**src/rtl/pc_fetch_unit_pkg.sv**
```systemverilog
// Shared definitions for the fetch stage.
// Contents: datapath widths, the PC increment, default reset PC / NOP,
// the fetch packet carried by the skid buffer and the IF/ID register,
// and a helper that forces word alignment on a PC.
package fetch_pkg;

  localparam int PC_W   = 32;
  localparam int INST_W = 32;
  localparam logic [PC_W-1:0] PC_INC = 32'd4;

  localparam logic [PC_W-1:0]   DEFAULT_RESET_PC = 32'h0000_0000;
  localparam logic [INST_W-1:0] DEFAULT_NOP_INST = 32'h0000_0000;

  typedef struct packed {
    logic [PC_W-1:0]   pc;
    logic [INST_W-1:0] inst;
    logic              valid;
  } fetch_pkt_t;

  // Instructions are word aligned; the low two bits of any target are dropped.
  function automatic logic [PC_W-1:0] align_pc(input logic [PC_W-1:0] pc);
    return {pc[PC_W-1:2], 2'b00};
  endfunction

endpackage

```
**src/rtl/pc_fetch_unit_if.sv**
```systemverilog
// Signal bundle between the fetch unit and its neighbours.
// Control from downstream: stall, redirect_valid, redirect_pc.
// Instruction memory: curr_pc (address out), fetch_inst (data back, one
// cycle after the address is sampled).
// IF/ID register to decode: if_pc, if_inst, if_valid.
// Modports: master = fetch unit, slave = the surrounding pipeline/memory.
// There is no valid/ready handshake here: stall is a hold request that the
// fetch unit honours on the same edge, and redirect_valid is a one-edge pulse
// that overrides stall.
interface pc_fetch_unit_if;
  import fetch_pkg::*;

  logic              stall;
  logic              redirect_valid;
  logic [PC_W-1:0]   redirect_pc;
  logic [INST_W-1:0] fetch_inst;
  logic [PC_W-1:0]   curr_pc;
  logic [PC_W-1:0]   if_pc;
  logic [INST_W-1:0] if_inst;
  logic              if_valid;

  modport master (
    input  stall, redirect_valid, redirect_pc, fetch_inst,
    output curr_pc, if_pc, if_inst, if_valid
  );

  modport slave (
    output stall, redirect_valid, redirect_pc, fetch_inst,
    input  curr_pc, if_pc, if_inst, if_valid
  );

endinterface

```
**src/rtl/pc_fetch_unit_skid.sv**
```systemverilog
// One-entry skid buffer holding a fetch packet.
// Ports: clk, rst (sync, active-high), clear (flush), load (capture
// load_pkt and mark valid), drain (mark empty), pkt (stored entry).
// Priority: rst/clear > load > drain.
module fetch_skid_buf
  import fetch_pkg::*;
(
  input  logic       clk,
  input  logic       rst,
  input  logic       clear,
  input  logic       load,
  input  logic       drain,
  input  fetch_pkt_t load_pkt,
  output fetch_pkt_t pkt
);

  always_ff @(posedge clk) begin
    if (rst || clear) begin
      pkt.valid <= 1'b0;
    end else if (load) begin
      pkt.pc    <= load_pkt.pc;
      pkt.inst  <= load_pkt.inst;
      pkt.valid <= 1'b1;
    end else if (drain) begin
      pkt.valid <= 1'b0;
    end
  end

endmodule

```
**src/rtl/pc_fetch_unit.sv**
```systemverilog
// Fetch-stage controller in front of a one-cycle registered instruction
// memory. Owns the PC, tags returning instructions with their PC, absorbs
// the read latency under stalls with a one-entry skid buffer, and drives the
// IF/ID register.
// Ports: clk, rst (sync, active-high), bus (pc_fetch_unit_if.master):
//   stall, redirect_valid, redirect_pc in; fetch_inst in from memory;
//   curr_pc out to memory; if_pc / if_inst / if_valid out to decode.
// Edge priority: rst > redirect > stall > normal issue.
module pc_fetch_unit
  import fetch_pkg::*;
#(
  parameter logic [PC_W-1:0]   RESET_PC = DEFAULT_RESET_PC,
  parameter logic [INST_W-1:0] NOP_INST = DEFAULT_NOP_INST
)(
  input logic               clk,
  input logic               rst,
  pc_fetch_unit_if.master   bus
);

  logic [PC_W-1:0] pc_q;
  // Tag for the word arriving on fetch_inst this cycle.
  logic [PC_W-1:0] resp_pc;
  logic            resp_valid;
  fetch_pkt_t      ifid_q;
  fetch_pkt_t      skid_pkt;
  fetch_pkt_t      resp_pkt;

  logic issue;
  logic skid_load;
  logic skid_drain;

  always_comb begin
    issue         = !bus.redirect_valid && !bus.stall;
    // A stall edge clears resp_valid, so the skid can only fill once per stall
    // and resp/skid are never valid together.
    skid_load     = !bus.redirect_valid && bus.stall && resp_valid && !skid_pkt.valid;
    skid_drain    = issue && skid_pkt.valid;
    resp_pkt.pc    = resp_pc;
    resp_pkt.inst  = resp_valid ? bus.fetch_inst : NOP_INST;
    resp_pkt.valid = resp_valid;
  end

  always_ff @(posedge clk) begin
    if (rst) begin
      pc_q       <= RESET_PC;
      resp_pc    <= '0;
      resp_valid <= 1'b0;
      ifid_q.pc    <= '0;
      ifid_q.inst  <= NOP_INST;
      ifid_q.valid <= 1'b0;
    end else if (bus.redirect_valid) begin
      pc_q         <= align_pc(bus.redirect_pc);
      resp_valid   <= 1'b0;
      ifid_q.inst  <= NOP_INST;
      ifid_q.valid <= 1'b0;
    end else if (bus.stall) begin
      // Memory still samples pc_q this edge; that read is discarded.
      resp_valid <= 1'b0;
    end else begin
      resp_pc    <= pc_q;
      resp_valid <= 1'b1;
      pc_q       <= pc_q + PC_INC;
      ifid_q     <= skid_pkt.valid ? skid_pkt : resp_pkt;
    end
  end

  fetch_skid_buf u_skid (
    .clk      (clk),
    .rst      (rst),
    .clear    (bus.redirect_valid),
    .load     (skid_load),
    .drain    (skid_drain),
    .load_pkt (resp_pkt),
    .pkt      (skid_pkt)
  );

  assign bus.curr_pc  = pc_q;
  assign bus.if_pc    = ifid_q.pc;
  assign bus.if_inst  = ifid_q.inst;
  assign bus.if_valid = ifid_q.valid;

endmodule

```
**src/flat_wrapper.sv**
```systemverilog
// flat-port wrapper written by rule: the top's interface ports become plain ports
module pc_fetch_unit_flat import fetch_pkg::*;
#(
  parameter logic [PC_W-1:0]   RESET_PC = DEFAULT_RESET_PC,
  parameter logic [INST_W-1:0] NOP_INST = DEFAULT_NOP_INST
)
  (clk, rst, bus_stall, bus_redirect_valid, bus_redirect_pc, bus_fetch_inst, bus_curr_pc, bus_if_pc, bus_if_inst, bus_if_valid);
  pc_fetch_unit_if bus_i ();
  input logic clk;
  input logic rst;
  input wire logic [$bits(bus_i.stall)-1:0] bus_stall;
  input wire logic [$bits(bus_i.redirect_valid)-1:0] bus_redirect_valid;
  input wire logic [$bits(bus_i.redirect_pc)-1:0] bus_redirect_pc;
  input wire logic [$bits(bus_i.fetch_inst)-1:0] bus_fetch_inst;
  output wire logic [$bits(bus_i.curr_pc)-1:0] bus_curr_pc;
  output wire logic [$bits(bus_i.if_pc)-1:0] bus_if_pc;
  output wire logic [$bits(bus_i.if_inst)-1:0] bus_if_inst;
  output wire logic [$bits(bus_i.if_valid)-1:0] bus_if_valid;
  assign bus_i.stall = bus_stall;
  assign bus_i.redirect_valid = bus_redirect_valid;
  assign bus_i.redirect_pc = bus_redirect_pc;
  assign bus_i.fetch_inst = bus_fetch_inst;
  assign bus_curr_pc = bus_i.curr_pc;
  assign bus_if_pc = bus_i.if_pc;
  assign bus_if_inst = bus_i.if_inst;
  assign bus_if_valid = bus_i.if_valid;
  pc_fetch_unit #(.RESET_PC(RESET_PC), .NOP_INST(NOP_INST)) u_core (.clk(clk), .rst(rst), .bus(bus_i));
endmodule
```
**config.mk**
```make
export PLATFORM = sky130hd
export DESIGN_NAME = pc_fetch_unit_flat
export DESIGN_NICKNAME = d
export VERILOG_FILES = /design/src/rtl/pc_fetch_unit_pkg.sv /design/src/rtl/pc_fetch_unit_if.sv /design/src/rtl/pc_fetch_unit_skid.sv /design/src/rtl/pc_fetch_unit.sv /design/src/flat_wrapper.sv
export SDC_FILE = /design/constraint.sdc
export NUM_CORES = 1
export LEC_CHECK = 0
export BUFFER_PORTS_ARGS = -buffer_cell sky130_fd_sc_hd__buf_4
export CORE_MARGIN = 2
export CORE_UTILIZATION = 30
export CTS_BUF_LIST = sky130_fd_sc_hd__clkbuf_4
export DETAILED_ROUTE_END_ITERATION = 10
export SYNTH_ARGS = -nofsm -noshare
export SYNTH_HDL_FRONTEND = slang
export SYNTH_SLANG_ARGS = --single-unit
```
**constraint.sdc**
```tcl
create_clock -name clk -period 8 [get_ports clk]
set_input_delay 0.8 -clock clk [delete_from_list [all_inputs] [get_ports clk]]
set_output_delay 0.8 -clock clk [all_outputs]
set_load 0.02 [all_outputs]
```
# Yosys cells after proc, flatten, opt, wreduce, memory -nomap -nowiden
# Index checks and enable logic that the tools add are counted.
dict set report word_totals {
  regBits 195
  word_cells 35
  inputBits 68
  output_inout_bits 97
}
dict set report classes {
  n_eq_ne 1
  n_reduce_logical 13
  bitwise_logic 3
  muxes 7
  add_sub_neg 1
}
# op n
set op_table {}
lappend op_table {{32-bit 2-to-1 mux} 3}
lappend op_table {{65-bit 2-to-1 mux} 1}
lappend op_table {{32-bit by 3-bit adder with 32-bit output, second input constant} 1}
lappend op_table {{1-bit logical AND} 5}
lappend op_table {{2-bit AND reduction} 2}
lappend op_table {{1-bit logical NOT} 3}
lappend op_table {{1-bit 2-to-1 mux} 3}
lappend op_table {{1-bit NOT} 3}
lappend op_table {{2-bit by 1-bit != test with 1-bit output, second input constant} 1}
lappend op_table {{2-bit nonzero test} 1}
lappend op_table {{2-bit OR reduction} 1}
lappend op_table {{1-bit logical OR} 1}

# Depth between registers and ports, before layout
dict set report logic_depth {
  depth_word 5
  depth_mapped 7
  mapped_depth_nobuf 5
}

# Hierarchy
# Synthesis repeated with hierarchy kept, for this count alone.
dict set report hier_totals {
  hier_cells 837
  hier_area_um2 8020.2
}
# mod seq_area_each_um2 cells_per_inst n_inst area_per_inst_um2
set by_module_without_submodules {}
lappend by_module_without_submodules {pc_fetch_unit 2522.4 768 1 6047.0}
lappend by_module_without_submodules {fetch_skid_buf 1941.9 69 1 1973.1}

# Least setup slack after synthesis
# Ideal clock, no wire load.
dict set report synth_path {
  kind {input-to-reg}
  from {input bus_redirect_valid}
  to {register u_core.u_skid.pkt[10] (netlist name) (enable)}
  t_required_ps 7573
  path_stages 5
  n_path_buf 2
  slack_ps 4581
  arrival_time_ps 2993
  setup_time_ps 427
  path_cell_list {clkbuf_1 nor2_1 and2_1 clkbuf_1 and3b_1}
}
dict set report synth_via {
  elab_chain_cells 5
  elab_cells_between_ends 7
  classes_between {bitwise (1); reduce/logical (6)}
}
# item line_no
set synth_lines {}
lappend synth_lines {{from (decl)} flat_wrapper.sv:12} ;# input wire logic [$bits(bus_i.redirect_valid)-1:0] bus_redirect_valid;
lappend synth_lines {{1-bit logical NOT} pc_fetch_unit.sv:36} ;# skid_load = !bus.redirect_valid && bus.stall && resp_valid && !skid_pkt.valid;
lappend synth_lines {{1-bit logical AND (3 in series)} pc_fetch_unit.sv:36}
lappend synth_lines {{2-bit AND reduction (no source line) (*)} n/a}
lappend synth_lines {{to (decl)} pc_fetch_unit_skid.sv:14} ;# output fetch_pkt_t pkt
# Every way passes the cells marked *; elsewhere a longest branch is shown, timed or not.
# A chain may end at the register's enable or synchronous reset.

# Final worst setup path
dict set report layout_path {
  from {input rst}
  to {register u_core.u_skid.pkt[4] (netlist name) (enable)}
}
dict set report layout_via {
  elab_chain_cells 3
}
# item line_no
set layout_lines {}
lappend layout_lines {{from (decl)} flat_wrapper.sv:10} ;# input logic rst;
lappend layout_lines {{1-bit logical OR} pc_fetch_unit_skid.sv:18} ;# if (rst || clear) begin
lappend layout_lines {{1-bit NOT (no source line)} n/a}
lappend layout_lines {{2-bit AND reduction (no source line)} n/a}
# No other way between the ends.

==> results.yml <==
worst_setup_path:
  worstPathCellList: "buf_4, nor2_1, and2_1, buf_4, and3b_2, buf_4"
  crit_fanout: 40
  critical-path-top-delay-family: "buffers and inverters"
  reg2reg_from: "u_core.bus.curr_pc[5]$_SDFFE_PP0P_"
  reg2reg_to: "u_core.bus.curr_pc[30]$_SDFFE_PP0P_"
  reg2reg_setup_slack_ns: 5.26
  cp.arrival_ns: 3.08
  rr_worst_depth: 4
  path_common_cell: "buf_4"
  cp-end-kind: "flop"
  slowest_delay_ns: 0.64
  worst-path-stages: 6
  slowest_stage: "and3b_2"
  required_ns: 8.20
  criticalPathCategory: "primary input to flop"
  worst-path-buf-inv: 3
  startpoint_type: "primary input"
grt:
  grt_max_degree: 72
  antenna_found_initial: 1
  grt_pass1_vias: 5612
  grtUsageTotal_pct: 14.74
  grt_pass1_wl_um: 31150
  grt.overflow.total: 0
yosys:
  ys_types: 52
  synth_ff_type: "dfxtp_1"
  yosysSeqAreaShare_pct: 56.82
  syn_inst: 766
  postSynth.asyncResetShare_pct: 0
  synth-edff-count: 62
  synth_top_cell_by_area: "dfxtp_1"
  synth.avg_cell_area_um2: 10.03
  synth.most_common_cell: "dfxtp_1"
  syn_area_mm2: 0.007681
  yosys_warnings: 0
  yosys-top-cells-count: "dfxtp_1 (125), nand2_1 (108), nor2_1 (73)"
  ys_seq_elements: 187
  yosys-top-cells-area: "dfxtp_1 (33%), edfxtp_1 (24%), mux2i_1 (7.2%), nand2_1 (5.3%), a211oi_1 (4.4%)"
  yosysTopAreaCellShare_pct: 32.58
placed_design:
  dpl.hpwl_um: 12870
  dp.cells: 1202
  globalplace.congestion: 0.7880
  portBuffers: 158
  post-place-ws_ns: 4.475
clocking:
  clk_pin_slew_ns: 0.17
  numCtsBuffers: 17
  cts_setup_buffers: 0
  clk_latency_ns: 0.59
  cts-root-buf: "clkbuf_4"
  h-tree-depth: 4
  clk_path_buf_depth: 2
  cts_hold_buffers: 0
  clock-sinks: 187
  cts_tree: "yes"
  post_cts_resized: 0
timing:
  drv_slew: 0
  worst_clock_skew_ns: 0.04450
  hold_viol_final: 0
  fin_hold_ws_ns: 0.4410
  period_needed_ns: 2.881
  fin_crit_sh_pct: 36.01
  rsz0062_at_grt: "false"
  tns_ns: 0
  fin_ws_ns: 5.119
  relSlewSlack_pct: 19.52
  finalSetupViolations: 0
  max_freq_mhz: 347.1
  max_slew.worst_pin.slew_ns: 1.197
floorplan:
  coreArea_mm2: 0.02518
  chipHeight_um: 164.0
  io_pins: 165
  dieArea_mm2: 0.02690
  die_w_um: 164.0
  fp-row-count: 58
  start_util_pct: 30.50
worst_hold_path:
  min_from: "bus_redirect_pc[15]"
  holdPathStages: 2
  hold_end: "u_core.bus.curr_pc[15]$_SDFFE_PP0P_"
  min_path_type: "primary input to flop"
finish:
  drive_gt1_share_pct: 23.23
  fin_cells: 1235
  nets: 960
  area_growth_pct: 22.38
routing:
  drt_wl_total_um: 19760
  dr.pass1.iters: 4
  drt_iter0_markers: 313
  vias_per_cell: 4.837
  route.vias.total: 5974
  drc: 0
  ant_nets: 0
  wl_per_cell_um: 16.00
pwr:
  p_per_area_mw_per_mm2: 184.5
  finalPower_w: 0.001735
  peakVddDrop_mv: 0.08502
  leakage_nw: 3.386
outcome:
  status: "finished, final reports clean"
flow_run:
  cap_viol_max_count: 0
## state kept, by name, indices dropped and copies added, names as in the netlist
register,cells
u_core.bus.curr_pc,30
u_core.u_skid.pkt,63
u_core.bus.if_valid,1
u_core.bus.if_inst,32
u_core.resp_pc,30
u_core.resp_valid,1
u_core.bus.if_pc,30
## routing by layer
metal | part of all wire (%) | track usage [%] | vias to the layer above
met4 | 2.3 | 5.104 | 0
met3 | 4.2 | 2.828 | 22
met5 | 0 | 0 | -
met2 | 46 | 22.84 | 134
li1 | - | - | 2975
met1 | 48 | 20.55 | 2843
## worst max path at each step
stage                                                  start                             endpoint  slack [ns]
after CTS                                                rst       u_core.u_skid.pkt[3]$_DFFE_PP_        5.12
final                                                    rst       u_core.u_skid.pkt[4]$_DFFE_PP_        5.12
after global routing      u_core.bus.curr_pc[5]$_SDFFE_PP0P_  u_core.bus.curr_pc[26]$_SDFFE_PP0P_        4.90
after floorplan                           bus_redirect_valid      u_core.u_skid.pkt[10]$_DFFE_PP_        4.58
after detailed placement                                 rst       u_core.u_skid.pkt[3]$_DFFE_PP_        4.47
after global placement                                   rst       u_core.u_skid.pkt[6]$_DFFE_PP_        4.49
## cell usage in the layout, fill, tap and decap left out, types with 2 or more instances in the layout
cell type / netlist / layout
or2_2: 3 / 3
mux2i_1: 55 / 55
a211oi_1: 45 / 45
and3_1: 3 / 3
clkbuf_4: 0 / 18
a311oi_1: 5 / 5
a21oi_1: 53 / 53
and4_1: 5 / 5
clkinv_4: 0 / 2
inv_1: 13 / 13
nor3_1: 8 / 8
buf_4: 4 / 165
nand3b_1: 9 / 9
nor4_1: 6 / 5
conb_1: 1 / 4
inv_8: 0 / 2
a2111oi_0: 9 / 9
edfxtp_1: 62 / 62
clkinv_8: 0 / 4
dfxtp_1: 125 / 124
nand2_1: 108 / 108
nor2_1: 73 / 72
xor2_1: 2 / 2
inv_6: 0 / 4
nand3_1: 8 / 8
o21ai_0: 26 / 26
or3_1: 5 / 5
xnor2_1: 9 / 9
nand4_1: 11 / 11
nor2b_1: 4 / 4
and2_1: 34 / 34
## report_power, final
group / internal, W / switching [W]
Sequential: 0.00100 / 0.0000302
Clock: 0.000145 / 0.000378
Combinational: 0.0000761 / 0.000100
Total: 0.00123 / 0.000509
## layout make-up
class                   count  area, µm²
inverters                  13      48.80
clock inverters            14      152.6
repair buffers            165       1239
multi-input cells         507       3042
well taps                 330      412.9
flip-flops and latches    187       4368
diodes                      1      2.502
fillers                  2542      15780
clock buffers              18      135.1
## cells by family after synthesis
family | share of synthesized area, %
buffers and inverters | 3.926
and+or+nand+nor | 18.46
other | 0.04882
DFF | 56.82
adders and majority gates | 0.1629
xor gates and xnor gates | 1.254
muxes | 7.167
AOI/OAI and AO/OA | 12.17
## through the flow
step / instance area, µm² / utilization (%)
after floorplan: 7692 / -
after global placement: 9110 / 36.18
after detailed placement: 9110 / 36.18
after CTS: 9398 / 37.32
after global routing: 9400 / 37.33
final: 9400 / 37.33
Power figures use the tool's default switching activity.
